### src/rtl/alu_arbiter.sv
// alu_arbiter: round-robin sharing of one external combinational ALU among N_REQ requesters.
// Optional macro ALU_ARB_OPCHECK_EN rejects opcodes 4'b1011..4'b1111 with rsp_err instead of executing them.
module alu_arbiter #(
  parameter int N_REQ       = 2,
  parameter int EXEC_CYCLES = 1
) (
  input  logic                clk,
  input  logic                rstn,
  input  logic [N_REQ-1:0]    req_valid,
  output logic [N_REQ-1:0]    req_ready,
  input  logic [4*N_REQ-1:0]  req_op,
  input  logic [32*N_REQ-1:0] req_a,
  input  logic [32*N_REQ-1:0] req_b,
  output logic [N_REQ-1:0]    rsp_valid,
  input  logic [N_REQ-1:0]    rsp_ready,
  output logic [31:0]         rsp_data,
  output logic                rsp_err,
  output logic [3:0]          alu_op,
  output logic [31:0]         alu_op1,
  output logic [31:0]         alu_op2,
  input  logic [31:0]         alu_result,
  output logic [1:0]          dbg_state
);
  localparam int IDX_W = (N_REQ > 1) ? $clog2(N_REQ) : 1;
  localparam int CNT_W = (EXEC_CYCLES > 1) ? $clog2(EXEC_CYCLES) : 1;
  localparam logic [CNT_W-1:0] CNT_LAST = CNT_W'(EXEC_CYCLES - 1);

  typedef enum logic [1:0] {
    S_IDLE = 2'd0,
    S_EXEC = 2'd1,
    S_RESP = 2'd2
  } state_e;

  state_e           state_q;
  logic [IDX_W-1:0] rr_ptr_q;
  logic [IDX_W-1:0] gnt_id_q;
  logic [CNT_W-1:0] exec_cnt_q;
  logic [N_REQ-1:0] rsp_valid_q;
  logic [31:0]      rsp_data_q;
  logic             rsp_err_q;
  logic [3:0]       alu_op_q;
  logic [31:0]      alu_op1_q;
  logic [31:0]      alu_op2_q;

  logic             win_found;
  logic [IDX_W-1:0] win_idx;
  logic [N_REQ-1:0] win_oh;
  logic [N_REQ-1:0] gnt_oh;
  logic [3:0]       sel_op;
  logic [31:0]      sel_a;
  logic [31:0]      sel_b;
  int               cand;
  logic [IDX_W-1:0] cand_idx;

  // Round-robin scan starting just after the last winner; first valid index wins.
  always_comb begin
    win_found = 1'b0;
    win_idx   = '0;
    cand      = 0;
    cand_idx  = '0;
    for (int k = 1; k <= N_REQ; k++) begin
      cand = int'(rr_ptr_q) + k;
      if (cand >= N_REQ) cand = cand - N_REQ;
      cand_idx = IDX_W'(cand);
      if (!win_found && req_valid[cand_idx]) begin
        win_found = 1'b1;
        win_idx   = cand_idx;
      end
    end
  end

  always_comb begin
    win_oh = '0;
    if (win_found) win_oh[win_idx] = 1'b1;
    gnt_oh = '0;
    gnt_oh[gnt_id_q] = 1'b1;
    sel_op = '0;
    sel_a  = '0;
    sel_b  = '0;
    for (int i = 0; i < N_REQ; i++) begin
      if (win_idx == IDX_W'(i)) begin
        sel_op = req_op[4*i +: 4];
        sel_a  = req_a[32*i +: 32];
        sel_b  = req_b[32*i +: 32];
      end
    end
  end

  // Request side: a transfer happens in a cycle where req_valid[i] & req_ready[i]; req_ready is only
  // ever raised in IDLE, for the single round-robin winner. Response side: rsp_valid[gnt] holds with
  // stable data until rsp_ready[gnt] is seen high on a rising edge.
  assign req_ready = (state_q == S_IDLE) ? win_oh : '0;

  always_ff @(posedge clk or negedge rstn) begin
    if (!rstn) begin
      state_q     <= S_IDLE;
      rr_ptr_q    <= IDX_W'(N_REQ - 1);
      gnt_id_q    <= '0;
      exec_cnt_q  <= '0;
      rsp_valid_q <= '0;
      rsp_data_q  <= '0;
      rsp_err_q   <= 1'b0;
      alu_op_q    <= '0;
      alu_op1_q   <= '0;
      alu_op2_q   <= '0;
    end else begin
      case (state_q)
        S_IDLE: begin
          if (win_found) begin
            gnt_id_q <= win_idx;
            rr_ptr_q <= win_idx;
`ifdef ALU_ARB_OPCHECK_EN
            if (sel_op >= 4'b1011) begin
              rsp_data_q  <= '0;
              rsp_err_q   <= 1'b1;
              rsp_valid_q <= win_oh;
              state_q     <= S_RESP;
            end else begin
              alu_op_q   <= sel_op;
              alu_op1_q  <= sel_a;
              alu_op2_q  <= sel_b;
              exec_cnt_q <= '0;
              state_q    <= S_EXEC;
            end
`else
            alu_op_q   <= sel_op;
            alu_op1_q  <= sel_a;
            alu_op2_q  <= sel_b;
            exec_cnt_q <= '0;
            state_q    <= S_EXEC;
`endif
          end
        end
        S_EXEC: begin
          exec_cnt_q <= exec_cnt_q + CNT_W'(1);
          if (exec_cnt_q == CNT_LAST) begin
            rsp_data_q  <= alu_result;
            rsp_err_q   <= 1'b0;
            rsp_valid_q <= gnt_oh;
            state_q     <= S_RESP;
          end
        end
        S_RESP: begin
          if (rsp_ready[gnt_id_q]) begin
            rsp_valid_q <= '0;
            state_q     <= S_IDLE;
          end
        end
        default: state_q <= S_IDLE;
      endcase
    end
  end

  assign rsp_valid = rsp_valid_q;
  assign rsp_data  = rsp_data_q;
  assign rsp_err   = rsp_err_q;
  assign alu_op    = alu_op_q;
  assign alu_op1   = alu_op1_q;
  assign alu_op2   = alu_op2_q;
  assign dbg_state = state_q;

endmodule

### config.mk
export PLATFORM = sky130hd
export DESIGN_NAME = alu_arbiter
export DESIGN_NICKNAME = d
export VERILOG_FILES = /design/src/rtl/alu_arbiter.sv
export SDC_FILE = /design/constraint.sdc
export NUM_CORES = 1
export LEC_CHECK = 0
export CAP_MARGIN = 25
export CORE_MARGIN = 2
export CORE_UTILIZATION = 41
export CTS_BUF_LIST = sky130_fd_sc_hd__clkbuf_8
export CTS_CLUSTER_SIZE = 25
export DETAILED_ROUTE_END_ITERATION = 8
export HOLD_SLACK_MARGIN = 0.15
export PLACE_DENSITY_LB_ADDON = 0.3
export SLEW_MARGIN = 20
export SYNTH_ARGS = -nofsm -noshare
export SYNTH_HDL_FRONTEND = slang
export SYNTH_SLANG_ARGS = --single-unit
### constraint.sdc
create_clock -name clk -period 4.3 [get_ports clk]
set_clock_uncertainty 0.05 [all_clocks]
set_input_delay 0.43 -clock clk [delete_from_list [all_inputs] [get_ports clk]]
set_output_delay 0.43 -clock clk [all_outputs]
set_load 0.005 [all_outputs]
### After elaboration in Yosys (flattened, before gate mapping)

Index checks and enable logic that the tools add are counted.
Widths: inputs -> output; s select.

* register bits after elaboration: 107
* input port bits: 174
* output and inout port bits: 107
* word-level logic and storage cells: 69

* add/sub/neg operators: 5
* magnitude comparators: 8
* equal/unequal tests: 5
* mux-type cells: 29
* bitwise logic cells: 1
* reductions and logical operators: 12

Operators by type and width (number)
* $mux 32: 2
* $mux 1: 15
* $mux 2: 6
* $lt 1x2->1 const B: 4
* $ne 2x2->1 const B: 3
* $pmux 2 s3: 1
* $reduce_and 2->1: 3
* $reduce_and 3->1: 2
* $mux 4: 1
* $pmux 2 s2: 1
* $reduce_bool 2->1: 2
* $add 1x2->3 const B: 1
* $ge 3x2->1 const B: 1
* $logic_and 1x1->1: 3
* $add 1x1->2 const B: 1
* $demux 1 s1: 2
* $eq 2x1->1 const B: 1
* $eq 2x2->1 const B: 1
* $ge 1x1->1 const B: 2
* $ge 2x2->1 const B: 1
* $logic_not 2->1: 1
* $pmux 1 s2: 1
* $sub 1x1->1 const B: 2
* $add 1x1->1 const B: 1
* 2 further kinds: 2

### Logic depth before layout (Yosys ltp)

Gate-level depths: netlist of the first run.

* word-level depth: 15
* mapped depth: 6
* depth with buffers taken out: 3

### Least setup slack after synthesis of the first run

OpenSTA, ideal clock, no wires.

* path type: input -> output
* from: in req_valid[1]
* to: out req_ready[1]
* data arrival time: 1.277 ns
* data required time: 3.820 ns
* path slack: 2.543 ns
* cell stages on the path: 4
* buffers on the path: 2
* path through: a21boi_2 -> clkbuf_1 -> clkbuf_1 -> and2_1

* cells in the longest elaborated chain, start to end: 12
* elaborated cells between the ends (all ways): 17
* classes of those cells: order compare (2); mux (12); reduce/logical (3)

Ends and longest elaborated chain
* start: declaration: RTL line 9 `input logic [N_REQ-1:0] req_valid,`
* $mux 1 (not written as such) (2 in series): RTL line 65 `if (!win_found && req_valid[cand_idx]) begin`
* $mux 1: RTL line 65
* $logic_not 1->1: RTL line 65
* $logic_and 1x1->1: RTL line 65
* $mux 1: RTL line 65
* $lt 1x2->1 (not written as such) / $ge 1x1->1 (equally long branches): RTL line 74 `if (win_found) win_oh[win_idx] = 1'b1;`
* $logic_and 1x1->1 (not written as such): RTL line 74
* $mux 1 (not written as such): RTL line 74
* $demux 1 s1: RTL line 74
* $mux 2 (*): RTL line 74
* $mux 2 (*): RTL line 92 `assign req_ready = (state_q == S_IDLE) ? win_oh : '0;`
* end: declaration: RTL line 10 `output logic [N_REQ-1:0] req_ready,`

Mark *: on every way between the ends. The rest lies on a longest branch, timed or not. The select of a mux whose other input is x is not followed.

### Final worst setup path of the first run

* from: in req_valid[1]
* to: out req_ready[0]

Same word-level chain as after synthesis.

==> reports/qor.yml, run 1 <==
run_status:
  status: "completed"
floorplan:
  rows: 38
  fp.coreArea_sq_um: 10750
  io_pins: 281
  die_w_microns: 108.5
  initial_core_util_pct: 41.65
  dieArea_sq_um: 11770
  fp.dieH_microns: 108.5
placed_design:
  place_hpwl_microns: 10060
  portBuffers: 279
  gp_congestion: 0.8086
route:
  first_iter_violations: 202
  vias: 3998
  drt-vias-per-instance: 5.425
  ant_nets: 0
  wl_per_cell_microns: 19.00
  route.detailed.drc: 0
  wirelength_microns: 14000
  firstDrtPassIters: 5
synth:
  ys.flop_type: "dfrtp_1"
  syn-num-nets: 504
  synthesis.area_sq_um: 4476
  synth_cell_types: 28
  async_flop_share_pct: 100.0
  synth-seq-cells: 107
  seq_area_frac_synth_pct: 59.85
  ys_warn_count: 0
  synthAdderAreaFrac_pct: 0
  yosys.area_share.simple_pct: 10.96
  synth_edf_count: 0
  synth_area_leaders: "dfrtp_1 (59%), a221o_1 (15%), and3_1 (9.5%)"
  synth_top_cell_by_area: "dfrtp_1"
  synth_top_family_by_area: "compound AO/OA/AOI/OAI gates"
  yosys.area_share.xor_xnor_pct: 0
  synth.mux.area_fraction_pct: 8.303
  synth_compound_area_share_pct: 16.91
  synth_top_area_share_pct: 59.27
  syn_inst: 330
  syn-mean-instance-area_sq_um: 13.56
cts:
  cts_tree: "built"
  clk_pin_slew_ns: 0.10
  cts_buffer_depth: 2
  clock_latency_ns: 0.35
  cts.sinks: 107
  htreeDepth: 3
  cts_buffers: 9
  clockRootBuffer: "clkbuf_8"
timing:
  post-route-period-util_pct: 68.19
  relSlewSlack_pct: 38.91
  hold_violations: 0
  finalHoldWorstSlack_ns: 0.4527
  setup_viol: 0
  tns_ns: 0
  worst_pin_slew_ns: 0.9129
  fmax_mhz: 341.1
  period_minus_slack_ns: 2.932
  drv_slew: 0
  grt_setup_unrepaired: "false"
global_routing:
  track_usage_pct: 23.13
  antenna_found_initial: 0
  grt_pass1_wl_microns: 20910
  grt_overflow: 0
  grt_pass1_vias: 4007
  grt_max_degree: 71
setup_path:
  cp.arrival_ns: 2.45
  critPathCaptureType: "primary output"
  crit_fanout: 69
  crit_type: "in -> out"
  r2r_cells: 5
  required_ns: 3.82
  crit_path_start_kind: "input pin"
pwr:
  power_density_nw_per_um2: 644.1
  p_leak_nw: 3.319
  ir_drop_mv: 0.3637
finish:
  antenna_cells: 0
  fin_nets: 767
  syn_to_final_growth_pct: 68.52
  multi_input_area_sq_um: 1649
  final_common_cell: "clkdlybuf4s50_1"
  final-seq-area_sq_um: 2679
  drive_gt1_share_pct: 10.05
  nFillCells: 786
  layout_common_cells: "clkdlybuf4s50_1 (278), dfrtp_1 (106), and3_1 (68), a221o_1 (68), mux2_2 (33)"
min_path:
  hp-class: "reg -> reg"
  hold_depth: 1
run:
  maxCapViolCount: 0
==> stage by stage <==
step / worst slack, ns / utilization, % / power (mW) / instance area [sq um] / instances
2_1_floorplan: 2.543 / - / 2.850 / 4476 / 330
3_3_place_gp: 1.387 / 68.26 / 4.187 / 7335 / 721
3_5_place_dp: 1.383 / 68.26 / 4.273 / 7335 / 721
4_1_cts: 1.378 / 70.19 / 4.904 / 7542 / 737
5_1_grt: 1.295 / 70.19 / 5.154 / 7542 / 737
6_report: 1.368 / 70.19 / 4.858 / 7542 / 737
==> critical path, stage by stage <==
cell,delay (ns)
clkdlybuf4s50_1,0.48
or2b_1,0.19
and3_4,0.70
clkdlybuf4s50_1,0.64
==> power breakdown <==
part | switching, mW | internal, mW
combinational | 0.870 | 1.54
clock | 0.347 | 0.274
sequential | 0.315 | 1.51
total | 1.53 | 3.33
==> layer usage <==
layer	vias to the layer above	track usage, %	share of wire [%]
li1	1818	-	-
met1	1966	27.40	38
met2	192	40.31	51
met3	22	6.751	8.1
met4	0	7.509	2.2
met5	-	0	0
==> Yosys cell counts (2+ instances only) <==
cell type  instances
o21ai_0            2
mux2_2            33
buf_2             15
dfrtp_1          106
a21o_1             2
nand2_1            2
buf_6              3
and3_1            68
clkbuf_1          13
a221o_1           68
==> cell families after synthesis <==
kind of cell	Yosys count
buffers and inverters	34
AND/OR/NAND/NOR	77
other	1
AO/OA/AOI/OAI	78
multiplexers	33
flip-flops	107
==> state kept, by name (all words and copies together), names as in the netlist <==
| name | cells |
|---|---|
| alu_op2 | 32 |
| alu_op1 | 32 |
| gnt_id_q | 1 |
| dbg_state | 2 |
| rr_ptr_q | 1 |
| alu_op | 4 |
| rsp_data | 32 |
| exec_cnt_q | 1 |
| rsp_valid | 2 |
==> final timing paths <==
check / from / endpoint / slack, ns
worst max-delay path: req_valid[1] / req_ready[0] / 1.37
worst min-delay path: gnt_id_q / rsp_valid[0] / 0.45
worst max register to register: dbg_state[1] / alu_op1[16] / 1.84
worst min register to register: gnt_id_q / rsp_valid[0] / 0.45
max in group asynchronous: rstn / alu_op1[30] / 2.49
min in group asynchronous: rstn / rsp_data[31] / 0.65
==> layout make-up <==
type | count | share of cell area (%)
timing repair buffer | 285 | 37.62
tap | 140 | 2.322
multi-input combinational | 189 | 21.86
clock inverter | 6 | 0.9788
inverter | 1 | 0.04977
sequential | 107 | 35.52
clock buffer | 9 | 1.642
==> what timing repair did <==
item	4_1_cts	5_1_grt
buffers inserted	0	0
hold buffers	1	0
endpoints found under the setup margin	0	0
hold endpoints to repair	20	0
resized for setup	0	0
(Power assumes the default switching activity.)
==> inputs of run 2 (changes only) <==
Settings changed: CORE_UTILIZATION 41 to 34.
Clock period 4.3 ns to 2.45 ns, I/O delays scaled along.
==> run 2 against run 1 <==
Worst hold slack worse by 0.036 ns. Register-to-register slack worse by 1.2 ns. Sequential cell count unchanged. Critical endpoint unchanged. Largest cell class unchanged.
==> reports/qor.yml, run 2 (synthesized netlist as in run 1, its figures left out) <==
floorplan:
  initial_core_util_pct: 35.18
  rows: 41
  fp.dieH_microns: 118.7
  dieArea_sq_um: 14100
  io_pins: 281
  die_w_microns: 118.7
  fp.coreArea_sq_um: 12720
timing:
  drv_slew: 0
  fmax_mhz: 438.0
  hold_violations: 0
  grt_setup_unrepaired: "false"
  setup_viol: 0
  period_minus_slack_ns: 2.283
  worst_slack_ns: 0.1671
  worst_pin_slew_ns: 0.6365
  post-route-period-util_pct: 93.18
  finalHoldWorstSlack_ns: 0.4169
  tns_ns: 0
  relSlewSlack_pct: 57.57
setup_path:
  required_ns: 2.15
  critPathCaptureType: "primary output"
  cp.arrival_ns: 1.99
  startpoint: "dbg_state[1]"
  crit_path_start_kind: "flip-flop"
  crit_path_end: "req_ready[0]"
  r2r_setup_slack_ns: 0.67
  crit_fanout: 12
  worst_r2r_startpoint: "dbg_state[1]"
  timing.rr.end: "alu_op2[1]"
  crit_type: "reg -> out"
  r2r_cells: 4
finish:
  fin_cells: 773
  antenna_cells: 0
  layout_common_cells: "clkdlybuf4s50_1 (278), dfrtp_1 (106), and3_1 (68), a221o_1 (68), mux2_2 (33)"
  final-seq-area_sq_um: 2679
  syn_to_final_growth_pct: 70.87
  nFillCells: 1075
  multi_input_area_sq_um: 1649
  fin_nets: 770
  final_common_cell: "clkdlybuf4s50_1"
  fin_util_pct: 60.11
  drive_gt1_share_pct: 10.65
route:
  drt-vias-per-instance: 5.202
  first_iter_violations: 199
  wirelength_microns: 14490
  firstDrtPassIters: 4
  wl_per_cell_microns: 18.75
  vias: 4021
  ant_nets: 0
  route.detailed.drc: 0
cts:
  clk_pin_slew_ns: 0.10
  clock_latency_ns: 0.36
  cts_buffers: 9
  cts_buffer_depth: 2
  clockRootBuffer: "clkbuf_8"
  cts.sinks: 107
  htreeDepth: 3
  cts_tree: "built"
pwr:
  power_density_nw_per_um2: 1126
  p_leak_nw: 3.355
  ir_drop_mv: 0.4225
placed_design:
  dp_cells: 756
  portBuffers: 279
  post-place-ws_ns: 0.4292
  gp_congestion: 0.7555
  place_hpwl_microns: 10610
global_routing:
  grt_max_degree: 69
  grt_pass1_wl_microns: 22690
  antenna_found_initial: 0
  grt_pass1_vias: 4267
  grt_overflow: 0
  track_usage_pct: 20.30
run:
  maxCapViolCount: 0
run_status:
  status: "completed"
min_path:
  hp-class: "in -> async"
[run 2: cell types whose count changed in the layout (fill, tap and decap cells not counted), sizes merged]
cell and change:
clkinvlp -1, clkbuf +1, buf +3, inv -2, clkinv +3
[run 2: timing repair]
action / CTS / global route
resized for setup: 0 / 0
endpoints found under the hold margin: 48 / 0
buffers inserted: 0 / 0
hold buffers: 1 / 0
[run 2: critical path, cell delays in order, from the launching register on]
cell and delay (ns):
dfrtp_1 0.50, nor2_4 0.30, and3_4 0.26, clkdlybuf4s50_1 0.57
[run 2: through the flow]
step	power, mW	area [sq um]
after floorplan	5.002	4476
after global placement	7.445	7435
after detailed placement	7.593	7435
after CTS	8.716	7647
after global routing	9.162	7647
final	8.609	7647
[run 2: final cells by class]
type / instances / share of cell area [%]
clock buffer: 10 / 1.800
clock inverter: 6 / 0.8508
inverter: 1 / 0.04908
multi-input combinational: 189 / 21.56
sequential: 107 / 35.03
tap: 172 / 2.814
timing repair buffer: 288 / 37.89
[run 2: worst min path at each step]
stage                   start      endpoint  slack [ns]  cells after the start
2_1_floorplan            rstn    alu_op1[0]       -0.10                      0
5_1_grt        alu_result[24]  rsp_data[24]        0.42                      2
3_3_place_gp             rstn  rsp_data[29]        0.26                      1
3_5_place_dp             rstn   alu_op2[15]        0.27                      1
6_report                 rstn   alu_op2[19]        0.42                      2
4_1_cts                  rstn  rsp_data[29]        0.42                      2
[run 2: report_power, final]
part           switching (mW)  internal [mW]  leakage, nW
Sequential              0.540           2.65         1.30
Combinational            1.55           2.77         1.95
Clock                   0.600          0.501        0.102
[run 2: layer usage]
layer | wire length, microns | up-vias | track usage (%)
li1 | - | 1819 | -
met1 | 5791 | 1979 | 24.04
met2 | 7127 | 193 | 34.59
met3 | 1184 | 30 | 5.647
met4 | 389 | 0 | 8.408
met5 | 0 | - | 0
==> inputs of run 3 (changes only) <==
Settings changed: CORE_UTILIZATION 34 to 41.
Clock period 2.45 ns to 2.9 ns, I/O delays scaled along.
==> run 3 against run 2 <==
First-iteration DRC count fell by 11%. Non-clock buffer count down 1. Cell count shrank 4.3%. Count of clock-buffer cells in the layout did not move. Critical endpoint unchanged. Largest cell class unchanged.
==> reports/qor.yml, run 3 (synthesized netlist as in run 1, its figures left out) <==
run_status:
  status: "completed"
floorplan:
  fp.coreArea_sq_um: 10750
  dieArea_sq_um: 11770
  die_w_microns: 108.5
  io_pins: 281
  initial_core_util_pct: 41.65
  rows: 38
  fp.dieH_microns: 108.5
pwr:
  internal_power_mw: 4.890
  pwr-share-clk_pct: 12.1
  ir_drop_mv: 0.4197
  p_sw_share_pct: 31.68
  p_seq_share_pct: 37.6
  power_density_nw_per_um2: 947.1
  p_switching_mw: 2.268
  p_comb_share_pct: 50.3
  p_leak_nw: 3.333
finish:
  nFillCells: 789
  final_common_cell: "clkdlybuf4s50_1"
  final_cell_area_sq_um: 7557
  fin_nets: 769
  antenna_cells: 0
  fin_cells: 740
  syn_to_final_growth_pct: 68.86
  drive_gt1_share_pct: 10.50
  layout_common_cells: "clkdlybuf4s50_1 (278), dfrtp_1 (106), and3_1 (68), a221o_1 (68), mux2_2 (33)"
global_routing:
  grt_overflow: 0
  grt_max_degree: 73
  grt_pass1_vias: 4012
  grt_pass1_wl_microns: 20570
  antenna_found_initial: 0
  track_usage_pct: 22.80
route:
  ant_nets: 0
  wl_per_cell_microns: 18.47
  firstDrtPassIters: 5
  vias: 3969
  drt-vias-per-instance: 5.364
  first_iter_violations: 177
  route.detailed.drc: 0
  wirelength_microns: 13670
cts:
  htreeDepth: 3
  clockRootBuffer: "clkbuf_8"
  clk_pin_slew_ns: 0.10
  clock_latency_ns: 0.36
  hold_buffers: 1
  cts.sinks: 107
  cts_resized: 0
  cts_buffers: 9
  cts_tree: "built"
  cts_buffer_depth: 2
  post_cts_buffers: 0
timing:
  period_minus_slack_ns: 2.739
  post-route-period-util_pct: 94.45
  hold_violations: 0
  setup_viol: 0
  drv_slew: 0
  fmax_mhz: 365.1
  tns_ns: 0
  grt_setup_unrepaired: "false"
  relSlewSlack_pct: 48.02
  worst_pin_slew_ns: 0.7797
  finalHoldWorstSlack_ns: 0.4502
setup_path:
  required_ns: 2.56
  crit_type: "reg -> out"
  crit_fanout: 69
  r2r_setup_slack_ns: 0.89
  cp.arrival_ns: 2.40
  startpoint: "rr_ptr_q"
  crit_path_end: "req_ready[0]"
  r2r_cells: 5
  critPathCaptureType: "primary output"
  worst_r2r_startpoint: "dbg_state[1]"
  timing.rr.end: "alu_op2[14]"
  crit_path_start_kind: "flip-flop"
placed_design:
  dp_cells: 723
  gp_congestion: 0.8277
  place_hpwl_microns: 9643
  place_area_sq_um: 7362
  portBuffers: 279
run:
  maxCapViolCount: 0
min_path:
  hp-class: "in -> async"
[run 3: changes by cell type in the layout (fill, tap and decap cells not counted), sizes merged]
| cell | previous run | this run |
|---|---|---|
| buf | 9 | 8 |
| bufinv | 1 | 0 |
| clkinv | 4 | 2 |
| inv | 1 | 4 |
[run 3: worst min-delay path by stage]
stage,start,end,slack (ns),cells after the start
6_report,rstn,rsp_data[31],0.45,2
5_1_grt,req_a[6],alu_op1[6],0.45,2
4_1_cts,req_b[5],alu_op2[5],0.46,2
3_5_place_dp,rstn,rsp_data[31],0.34,1
3_3_place_gp,rstn,rsp_data[1],0.34,1
2_1_floorplan,rstn,alu_op1[0],-0.06,0
[run 3: final cells by class]
type | instances | area, sq um | share of cell area [%]
Timing Repair Buffer | 287 | 2865 | 37.91
Sequential cell | 107 | 2679 | 35.45
Multi-Input combinational cell | 189 | 1649 | 21.82
Tap cell | 140 | 175.2 | 2.318
Clock buffer | 10 | 137.6 | 1.821
Clock inverter | 6 | 47.55 | 0.6291
Inverter | 1 | 3.754 | 0.04967
[run 3: metal layers]
metal / up-vias / track usage [%] / share of wire [%]
li1: 1819 / - / -
met1: 1914 / 26.49 / 39
met2: 206 / 39.06 / 49
met3: 30 / 6.751 / 9.1
met4: 0 / 9.890 / 2.9
met5: - / 0 / 0
[run 3: worst max-delay path, stage by stage, from the launching register on]
cell and delay (ns):
dfstp_2 0.58, or2b_1 0.11, and3_4 0.68, clkdlybuf4s50_1 0.64
[run 3: through the flow]
step	power, mW	utilization, %	setup slack (ns)
2_1_floorplan	4.226	-	1.316
3_3_place_gp	6.236	68.51	0.2521
3_5_place_dp	6.339	68.51	0.2547
4_1_cts	7.238	70.33	0.1362
5_1_grt	7.621	70.33	0.03545
6_report	7.158	70.33	0.1610
[run 3: power groups by stage]
stage,Clock [mW],Sequential [mW],Combinational (mW)
floorplan,0,2.71,1.52
global placement,0,2.69,3.55
detailed placement,0,2.69,3.65
CTS,0.894,2.69,3.65
global route,0.961,2.78,3.88
finish,0.867,2.69,3.60
